<file path="config.mk">
export PLATFORM = sky130hd
export DESIGN_NAME = pointer_seq
export DESIGN_NICKNAME = d
export VERILOG_FILES = /design/src/rtl/pointer_seq.sv
export SDC_FILE = /design/constraint.sdc
export NUM_CORES = 1
export LEC_CHECK = 0
export ABC_AREA = 1
export BUFFER_PORTS_ARGS = -buffer_cell sky130_fd_sc_hd__buf_2
export CAP_MARGIN = 10
export CORE_MARGIN = 5
export CORE_UTILIZATION = 40
export CTS_CLUSTER_SIZE = 20
export DETAILED_ROUTE_END_ITERATION = 16
export PLACE_DENSITY_LB_ADDON = 0.12
export SYNTH_ARGS = -nofsm -noshare
export SYNTH_HDL_FRONTEND = slang
export SYNTH_SLANG_ARGS = --single-unit
</file>
<file path="constraint.sdc">
create_clock -name clk -period 1.45 [get_ports clk]
set_input_delay 0.0725 -clock clk [delete_from_list [all_inputs] [get_ports clk]]
set_output_delay 0.0725 -clock clk [all_outputs]
set_load 0.03 [all_outputs]
</file>
<file path="src/rtl/pointer_seq.sv">
// Command sequencer for the pointer_pair IP/DP register pair: byte-level commands in, active-low strobes out.
// Optional feature: define POINTER_SEQ_JMP_EN to enable JMP (load DP, then swap so the old IP becomes the return address).
module pointer_seq #(
  parameter int TIMEOUT = 16,
  parameter int TO_W    = 5
) (
  input  logic       clk,
  input  logic       rst,
  input  logic [2:0] cmd,
  input  logic       cmd_valid,
  output logic       cmd_ready,
  input  logic [7:0] byte_in,
  input  logic       byte_valid,
  output logic       byte_ready,
  input  logic       addr_dp_req,
  output logic       rd_valid,
  output logic       busy,
  output logic       err,
  output logic [7:0] di,
  output logic       we_l,
  output logic       we_h,
  output logic       oe_addr_ip,
  output logic       oe_addr_dp,
  output logic       oe_dl,
  output logic       oe_dh,
  output logic       cnt,
  output logic       selector
);

  localparam logic [3:0] S_IDLE  = 4'd0;
  localparam logic [3:0] S_LD_LO = 4'd1;
  localparam logic [3:0] S_WR_LO = 4'd2;
  localparam logic [3:0] S_LD_HI = 4'd3;
  localparam logic [3:0] S_WR_HI = 4'd4;
  localparam logic [3:0] S_SWAP  = 4'd5;
  localparam logic [3:0] S_INC   = 4'd6;
  localparam logic [3:0] S_RD_LO = 4'd7;
  localparam logic [3:0] S_RD_HI = 4'd8;

  localparam logic [2:0] CMD_NOP = 3'd0;
  localparam logic [2:0] CMD_LDP = 3'd1;
  localparam logic [2:0] CMD_SWP = 3'd2;
  localparam logic [2:0] CMD_JMP = 3'd3;
  localparam logic [2:0] CMD_RDP = 3'd4;
  localparam logic [2:0] CMD_INC = 3'd5;

  localparam bit            TO_EN    = (TIMEOUT != 0);
  localparam logic [TO_W-1:0] TO_LIMIT = TO_W'(TIMEOUT);

  logic [3:0]      state_r, state_s;
  logic            jmp_r, jmp_s;
  logic [TO_W-1:0] to_cnt_r, to_cnt_s;
  logic [7:0]      di_s;
  logic            err_s;
  logic            addr_dp_s;

  assign addr_dp_s = (state_r == S_IDLE) && addr_dp_req;

  // Next-state, operand capture and operand-timeout decisions.
  always_comb begin
    state_s  = state_r;
    jmp_s    = jmp_r;
    to_cnt_s = to_cnt_r;
    di_s     = di;
    err_s    = 1'b0;
    case (state_r)
      S_IDLE: begin
        if (cmd_valid) begin
          case (cmd)
            CMD_NOP: state_s = S_IDLE;
            CMD_LDP: begin
              state_s  = S_LD_LO;
              jmp_s    = 1'b0;
              to_cnt_s = {TO_W{1'b0}};
            end
`ifdef POINTER_SEQ_JMP_EN
            CMD_JMP: begin
              state_s  = S_LD_LO;
              jmp_s    = 1'b1;
              to_cnt_s = {TO_W{1'b0}};
            end
`endif
            CMD_SWP: state_s = S_SWAP;
            CMD_RDP: state_s = S_RD_LO;
            CMD_INC: state_s = S_INC;
            default: err_s = 1'b1;
          endcase
        end else begin
          state_s = S_IDLE;
        end
      end
      S_LD_LO, S_LD_HI: begin
        if (byte_valid) begin
          di_s    = byte_in;
          state_s = (state_r == S_LD_LO) ? S_WR_LO : S_WR_HI;
        end else begin
          // The abort fires on the idle cycle that brings the count up to TIMEOUT.
          to_cnt_s = TO_EN ? (to_cnt_r + {{(TO_W-1){1'b0}}, 1'b1}) : to_cnt_r;
          if (TO_EN && (to_cnt_s == TO_LIMIT)) begin
            state_s = S_IDLE;
            err_s   = 1'b1;
          end else begin
            state_s = state_r;
          end
        end
      end
      S_WR_LO: begin
        state_s  = S_LD_HI;
        to_cnt_s = {TO_W{1'b0}};
      end
      S_WR_HI: state_s = jmp_r ? S_SWAP : S_IDLE;
      S_RD_LO: state_s = S_RD_HI;
      S_SWAP, S_INC, S_RD_HI: state_s = S_IDLE;
      default: state_s = S_IDLE;
    endcase
  end

  // State and registered strobes; strobes are decoded from the state being entered.
  always_ff @(posedge clk) begin
    if (!rst) begin
      state_r    <= S_IDLE;
      jmp_r      <= 1'b0;
      to_cnt_r   <= {TO_W{1'b0}};
      di         <= 8'h00;
      err        <= 1'b0;
      we_l       <= 1'b1;
      we_h       <= 1'b1;
      oe_dl      <= 1'b1;
      oe_dh      <= 1'b1;
      rd_valid   <= 1'b0;
      cnt        <= 1'b0;
      selector   <= 1'b0;
      oe_addr_ip <= 1'b0;
      oe_addr_dp <= 1'b1;
      cmd_ready  <= 1'b1;
      busy       <= 1'b0;
      byte_ready <= 1'b0;
    end else begin
      state_r    <= state_s;
      jmp_r      <= jmp_s;
      to_cnt_r   <= to_cnt_s;
      di         <= di_s;
      err        <= err_s;
      we_l       <= (state_s != S_WR_LO);
      we_h       <= (state_s != S_WR_HI);
      oe_dl      <= (state_s != S_RD_LO);
      oe_dh      <= (state_s != S_RD_HI);
      rd_valid   <= (state_s == S_RD_LO) || (state_s == S_RD_HI);
      cnt        <= (state_s == S_INC);
      selector   <= (state_r == S_SWAP) ? ~selector : selector;
      oe_addr_ip <= addr_dp_s;
      oe_addr_dp <= ~addr_dp_s;
      cmd_ready  <= (state_s == S_IDLE);
      busy       <= (state_s != S_IDLE);
      byte_ready <= (state_s == S_LD_LO) || (state_s == S_LD_HI);
    end
  end

endmodule
</file>
==> impl_metrics.py, run 1 <==
metrics = {
    "cts": {
        "worstSkewPairLatency_ns": 0.33,
        "cts_made_buffers": 5,
        "htree_levels": 2,
        "cts_root_buf": "clkbuf_4",
        "tritoncts": "yes",
        "clk_pin_slew_ns": 0.09,
        "clockBufferDepth": 2,
        "cts.sinks": 30,
    },
    "sta": {
        "worst_slack_ns": 0.1077,
        "maxSlewHeadroom_pct": 81.29,
        "hold_violations": 0,
        "max_freq_mhz": 745.0,
        "fin_crit_sh_pct": 92.57,
        "worst_clock_skew_ns": 0.008828,
        "finalCriticalPeriod_ns": 1.342,
        "timing.hold.ws_ns": 0.02335,
        "setup_tns_ns": 0,
        "worst_slew_pin_slew_ns": 0.2803,
        "slew_violations": 0,
        "finalSetupViolCount": 0,
    },
    "setup_path": {
        "cp-start-kind": "flop",
        "worstSetupPathType": "flop to flop",
        "path_max_fanout": 4,
        "slowest_stage": "dfxtp_2",
        "path_buf_inv": 1,
        "endpoint_kind": "flop",
        "cpLargestDelayFamily": "simple AND/OR/NAND/NOR gates",
        "path_cells": "ha_4 > nand3_1 > nand2_1 > nand2_1 > nand3_2 > nand2_1 > nand2_2 > inv_1 > and3_1",
        "cp.required_ns": 1.68,
        "slowest_delay_ns": 0.37,
        "crit_top_cell": "nand2_1",
        "crit_arrival_ns": 1.57,
    },
    "placement": {
        "dp_hpwl_um": 2182,
        "gp_congestion": 0.8480,
        "io_buffers": 36,
        "dp_slack_ns": -0.02183,
    },
    "layout": {
        "multi_input_area_um2": 598.1,
        "reg.largest.list": "di x8, to_cnt_r x5, state_r x4",
        "num-nets-final": 235,
        "n_fill_cell": 292,
        "antenna_cells": 0,
        "drive_gt1_share_pct": 34.25,
        "areaGrowthSynthToFinish_pct": 38.63,
        "largest_register_ffs": 8,
        "seq_area_um2": 609.3,
        "regMostFlops": "di",
    },
    "grt": {
        "grt_pass1_vias": 1159,
        "grt_pass1_wl_um": 4995,
        "track_usage_pct": 15.34,
        "grt-ovfl-total": 0,
        "antenna_found_initial": 0,
        "grt_max_degree": 16,
    },
    "synth": {
        "netlist_area_um2": 1244,
        "synthesis.nets": 177,
        "synth_cell_types": 23,
        "ys_seq_elements": 30,
        "syn_inst": 160,
        "ys_warn_count": 0,
        "syn_avg_cell_area_um2": 7.773,
        "ys_seq_area_share_pct": 48.29,
    },
    "power": {
        "powerDensity_nw_per_um2": 1143,
        "p_sw_w": 0.0006633,
        "p_leak_nw": 0.8352,
        "p_clk_share_pct": 26.2,
        "p_seq_share_pct": 47.4,
        "p_comb_share_pct": 26.4,
        "p_int_w": 0.001308,
        "vdd_drop_max_mv": 0.6435,
        "switching_share_pct": 33.65,
    },
    "routing": {
        "viasPerCell": 4.696,
        "drc": 0,
        "post_drt_wl_per_cell_um": 11.41,
        "ant_nets": 0,
        "drt_iter0_markers": 34,
        "drt_wl_total_um": 3001,
        "vias": 1235,
        "dr.pass1.iters": 4,
    },
    "floorplanning": {
        "die_w_um": 65.76,
        "start_util_pct": 41.07,
        "dieArea_um2": 4324,
        "die_h_um": 65.76,
        "rows": 20,
        "io_pins": 37,
        "core_um2": 3028,
    },
    "run_status": {
        "status": "finished clean",
    },
    "min_path": {
        "hold_class": "input port to flop",
    },
    "flow_run": {
        "maxCapViolations": 0,
    },
}
-- cells in the final DEF, fill, tap and decap left out --
cell type	n
nor2_1	26
nand2_1	26
dlygate4sd3_1	9
nor2_8	1
nand3_2	4
dfxtp_1	25
clkbuf_1	1
xnor2_1	1
a21oi_2	2
nand3_1	9
clkinv_2	1
a21oi_1	8
ha_4	1
clkbuf_4	5
dfxtp_2	4
nor3_1	4
nand2_4	1
o21ai_0	10
nand2_2	5
dfxtp_4	1
clkinv_1	1
nor2_4	3
nor2_2	1
clkbuf_8	1
buf_4	8
inv_1	18
a21oi_4	1
nand4_1	5
buf_2	36
and3_1	1
-- power by group through the flow --
stage / logic [W] / registers, W / clock network [W]
floorplan: 0.000246 / 0.00104 / 0
global placement: 0.000473 / 0.000950 / 0
detailed placement: 0.000481 / 0.000952 / 0
CTS: 0.000501 / 0.000934 / 0.000538
global route: 0.000576 / 0.000946 / 0.000586
finish: 0.000520 / 0.000935 / 0.000516
-- worst reg2reg max path, cell delays in order, from the launching register on --
cell and delay [ns]:
dfxtp_2 0.37, ha_4 0.15, nand3_1 0.08, nand2_1 0.09, nand2_1 0.08, nand3_2 0.08
nand2_1 0.06, nand2_2 0.11, inv_1 0.07, and3_1 0.14
-- cells by family (layout without fill, tap and decap cells) --
family / Yosys count / in the layout / share of synthesized area, %
compound gates: 21 / 21 / 9.961
xor+xnor: 1 / 1 / 0.7044
simple gates: 86 / 86 / 33.40
fa+ha+maj: 1 / 1 / 1.006
flops: 30 / 30 / 48.29
buf+inv: 21 / 80 / 6.639
-- area by class of cell --
class / instances / area share (%)
multi-input cells: 109 / 34.69
flip-flops and latches: 30 / 35.34
inverters: 19 / 4.136
clock inverters: 1 / 0.2903
repair buffers: 53 / 19.16
well taps: 44 / 3.193
clock buffers: 7 / 3.193
-- cell usage after synthesis (all sizes together) --
master  number  area [µm²]
nand2       32       137.6
a21oi       11       73.83
o21ai       10       50.05
dfxtp       30       600.6
buf          1       7.510
xnor2        1       8.760
nor2        31       145.1
nand3       13       75.07
nand4        5       31.28
ha           1       12.51
and3         1       6.260
clkbuf       1       3.750
nor3         4       20.02
clkinv       1       3.750
inv         18       67.56
-- metal layers --
metal | vias up | part of all wire, % | GRT usage, %
met4 | 0 | 1.5 | 5.440
met5 | - | 0 | 0
met2 | 39 | 49 | 25.53
met1 | 559 | 42 | 17.59
met3 | 5 | 6.8 | 6.154
li1 | 632 | - | -
-- stage by stage --
stage / instance area, µm² / instances / total power, W / utilization (%)
3_5_place_dp: 1513 / 244 / 0.001433 / 49.96
3_3_place_gp: 1513 / 244 / 0.001422 / 49.96
2_1_floorplan: 1244 / 160 / 0.001287 / -
4_1_cts: 1667 / 261 / 0.001973 / 55.04
5_1_grt: 1724 / 263 / 0.002108 / 56.94
6_report: 1724 / 263 / 0.001971 / 56.94
-- path summary, 6_finish.rpt --
path                                          startpoint                        to  slack [ns]  cells after the start
worst max register to register  to_cnt_r[1]$_SDFFE_PN0P_            cnt$_SDFF_PN0_        0.11                      9
worst min-delay path                              cmd[1]            err$_SDFF_PN0_        0.02                      3
worst min register to register  to_cnt_r[4]$_SDFFE_PN0P_  to_cnt_r[4]$_SDFFE_PN0P_        0.49                      2
worst max-delay path            to_cnt_r[1]$_SDFFE_PN0P_            cnt$_SDFF_PN0_        0.11                      9
-- what timing repair did --
item	CTS	global route
resized for setup	2	12
endpoints found under the hold margin	10	0
setup endpoints to repair	3	8
hold buffers	9	0
setup buffers	0	2
pin swaps	0	5
gates cloned	0	0
Note: power is estimated with default switching activity, not from simulation.
==> run 2, diff against run 1 <==
--- a/config.mk
+++ b/config.mk
@@ -8,8 +8,10 @@
 export ABC_AREA = 1
 export BUFFER_PORTS_ARGS = -buffer_cell sky130_fd_sc_hd__buf_2
 export CAP_MARGIN = 10
+export CELL_PAD_IN_SITES_DETAIL_PLACEMENT = 0
+export CELL_PAD_IN_SITES_GLOBAL_PLACEMENT = 1
 export CORE_MARGIN = 5
-export CORE_UTILIZATION = 40
+export CORE_UTILIZATION = 35
 export CTS_CLUSTER_SIZE = 20
 export DETAILED_ROUTE_END_ITERATION = 16
 export PLACE_DENSITY_LB_ADDON = 0.12
==> run 2 against run 1 <==
Power rose by 2.2%. Clock-buffer cell count stayed put. Worst hold slack better by 0.024 ns. Sequential share of layout area down 0.60 points. Sequential cell count unchanged. Core utilization shrank 5.4 points. Largest power group unchanged.
==> impl_metrics.py, run 2 (same netlist as run 1, synthesis figures left out) <==
metrics = {
    "sta": {
        "worst_clock_skew_ns": 0.005841,
        "fin_crit_sh_pct": 95.38,
        "max_freq_mhz": 723.0,
        "slew_violations": 0,
        "finalSetupViolCount": 0,
        "worst_slew_pin_slew_ns": 0.2922,
        "maxSlewHeadroom_pct": 80.37,
        "finalCriticalPeriod_ns": 1.383,
        "hold_violations": 0,
        "rsz0062_at_grt": "yes",
    },
    "placement": {
        "placedCellCount": 246,
        "gp_congestion": 0.7649,
        "io_buffers": 36,
        "dp_hpwl_um": 2225,
    },
    "routing": {
        "drt_wl_total_um": 3121,
        "viasPerCell": 4.566,
        "highest_layer": "met4",
        "wl_met1_um": 1468,
        "dr.pass1.iters": 4,
        "vias": 1219,
        "drt_iter0_markers": 117,
        "drc": 0,
        "post_drt_wl_per_cell_um": 11.69,
        "ant_nets": 0,
        "dr_wl_met3_um": 141,
        "met2_length_um": 1484,
    },
    "setup_path": {
        "worstSetupPathType": "flop to flop",
        "crit_end": "rd_valid$_SDFF_PN0_",
        "crit_top_cell": "nand2_1",
        "r2r_start": "to_cnt_r[0]$_SDFFE_PN0P_",
        "reg2reg_depth": 10,
        "slowest_stage": "dfxtp_2",
        "r2r-end": "rd_valid$_SDFF_PN0_",
        "path_max_fanout": 4,
        "r2r_slack_ns": 0.07,
        "cp.required_ns": 1.67,
        "path_cells": "ha_4 > nand3_1 > nand2_1 > nand2_1 > nand3_2 > nand2_2 > nand2_2 > buf_4 > nand3_2 > nand2_1",
        "cp-start-kind": "flop",
        "slowest_delay_ns": 0.35,
        "startpoint": "to_cnt_r[0]$_SDFFE_PN0P_",
        "crit_arrival_ns": 1.60,
        "endpoint_kind": "flop",
    },
    "floorplanning": {
        "rows": 21,
        "dieArea_um2": 4846,
        "die_h_um": 69.61,
        "core_um2": 3390,
        "io_pins": 37,
        "start_util_pct": 36.69,
        "die_w_um": 69.61,
    },
    "cts": {
        "cts_made_buffers": 5,
        "htree_levels": 2,
        "tritoncts": "yes",
        "cts.sinks": 30,
        "cts_root_buf": "clkbuf_4",
        "worstSkewPairLatency_ns": 0.32,
        "clk_pin_slew_ns": 0.10,
        "clockBufferDepth": 2,
    },
    "grt": {
        "grt_pass1_wl_um": 5188,
        "grt_pass1_vias": 1173,
        "grt-ovfl-total": 0,
        "grt_max_degree": 17,
        "antenna_found_initial": 0,
        "track_usage_pct": 13.38,
    },
    "run_status": {
        "status": "finished clean",
    },
    "layout": {
        "final_common_cell": "buf_2",
        "areaGrowthSynthToFinish_pct": 40.44,
        "reg.largest.list": "di x8, to_cnt_r x5, state_r x4",
        "final_cell_mix": "buf_2, nor2_1, dfxtp_1, nand2_1, inv_1",
        "antenna_cells": 0,
        "largest_register_ffs": 8,
        "drive_gt1_share_pct": 36.65,
        "num-nets-final": 237,
        "stdcell_count": 267,
        "regMostFlops": "di",
    },
    "power": {
        "vdd_drop_max_mv": 0.6428,
        "p_leak_nw": 0.8465,
        "p_total_w": 0.002015,
        "powerDensity_nw_per_um2": 1154,
    },
    "min_path": {
        "hold_class": "input port to flop",
        "min_path_cells": 3,
    },
    "flow_run": {
        "maxCapViolations": 0,
    },
}
[run 2: layout make-up]
type	instances	area [µm²]
fillers	336	1643
flip-flops and latches	30	606.8
multi-input cells	109	605.6
repair buffers	55	345.3
inverters	19	71.32
well taps	46	57.56
clock buffers	7	55.05
clock inverters	1	5.005
[run 2: worst min-delay path by stage]
| stage | startpoint | to | slack [ns] |
|---|---|---|---|
| floorplan | rst | oe_addr_dp$_SDFF_PN1_ | 0.18 |
| detailed placement | addr_dp_req | oe_addr_dp$_SDFF_PN1_ | 0.29 |
| global placement | addr_dp_req | oe_addr_dp$_SDFF_PN1_ | 0.29 |
| CTS | cmd[1] | err$_SDFF_PN0_ | 0.03 |
| global route | cmd[1] | err$_SDFF_PN0_ | 0.06 |
| finish | cmd[1] | err$_SDFF_PN0_ | 0.05 |
[run 2: critical path: cells and delay by family (launching register included)]
kind	cells	cell delay (ns)
adders and majority gates	1	0.17
buffers and inverters	1	0.14
DFF	1	0.35
and+or+nand+nor	8	0.62
[run 2: through the flow]
| stage | cell area [µm²] | setup slack, ns | TNS (ns) | hold slack [ns] | utilization [%] |
|---|---|---|---|---|---|
| after floorplan | 1244 | 0.1189 | 0 | 0.1777 | - |
| after global routing | 1747 | -0.02115 | -0.02906 | 0.06272 | 51.53 |
| after CTS | 1684 | 0.01754 | 0 | 0.02809 | 49.69 |
| final | 1747 | 0.06694 | 0 | 0.04695 | 51.53 |
| after global placement | 1515 | 0.006529 | 0 | 0.2940 | 44.70 |
| after detailed placement | 1515 | -0.05322 | -0.1587 | 0.2937 | 44.70 |
[run 2: power by group]
part | internal, W | switching [W] | total, W
logic | 0.000203 | 0.000356 | 0.000559
registers | 0.000896 | 0.0000420 | 0.000938
clock network | 0.000235 | 0.000284 | 0.000518
total | 0.00133 | 0.000681 | 0.00201
[run 2: repair_timing]
item | CTS | global route
pin swaps | 1 | 6
setup buffers | 1 | 3
resized for setup | 4 | 13
hold buffers | 9 | 0
endpoints found under the hold margin | 10 | 0
cloned | 0 | 0
setup endpoints to repair | 4 | 10
[run 2: layer usage]
| metal | vias up | GRT usage [%] |
|---|---|---|
| li1 | 636 | - |
| met1 | 553 | 15.96 |
| met2 | 28 | 20.97 |
| met3 | 2 | 5.362 |
| met4 | 0 | 6.170 |
| met5 | - | 0 |
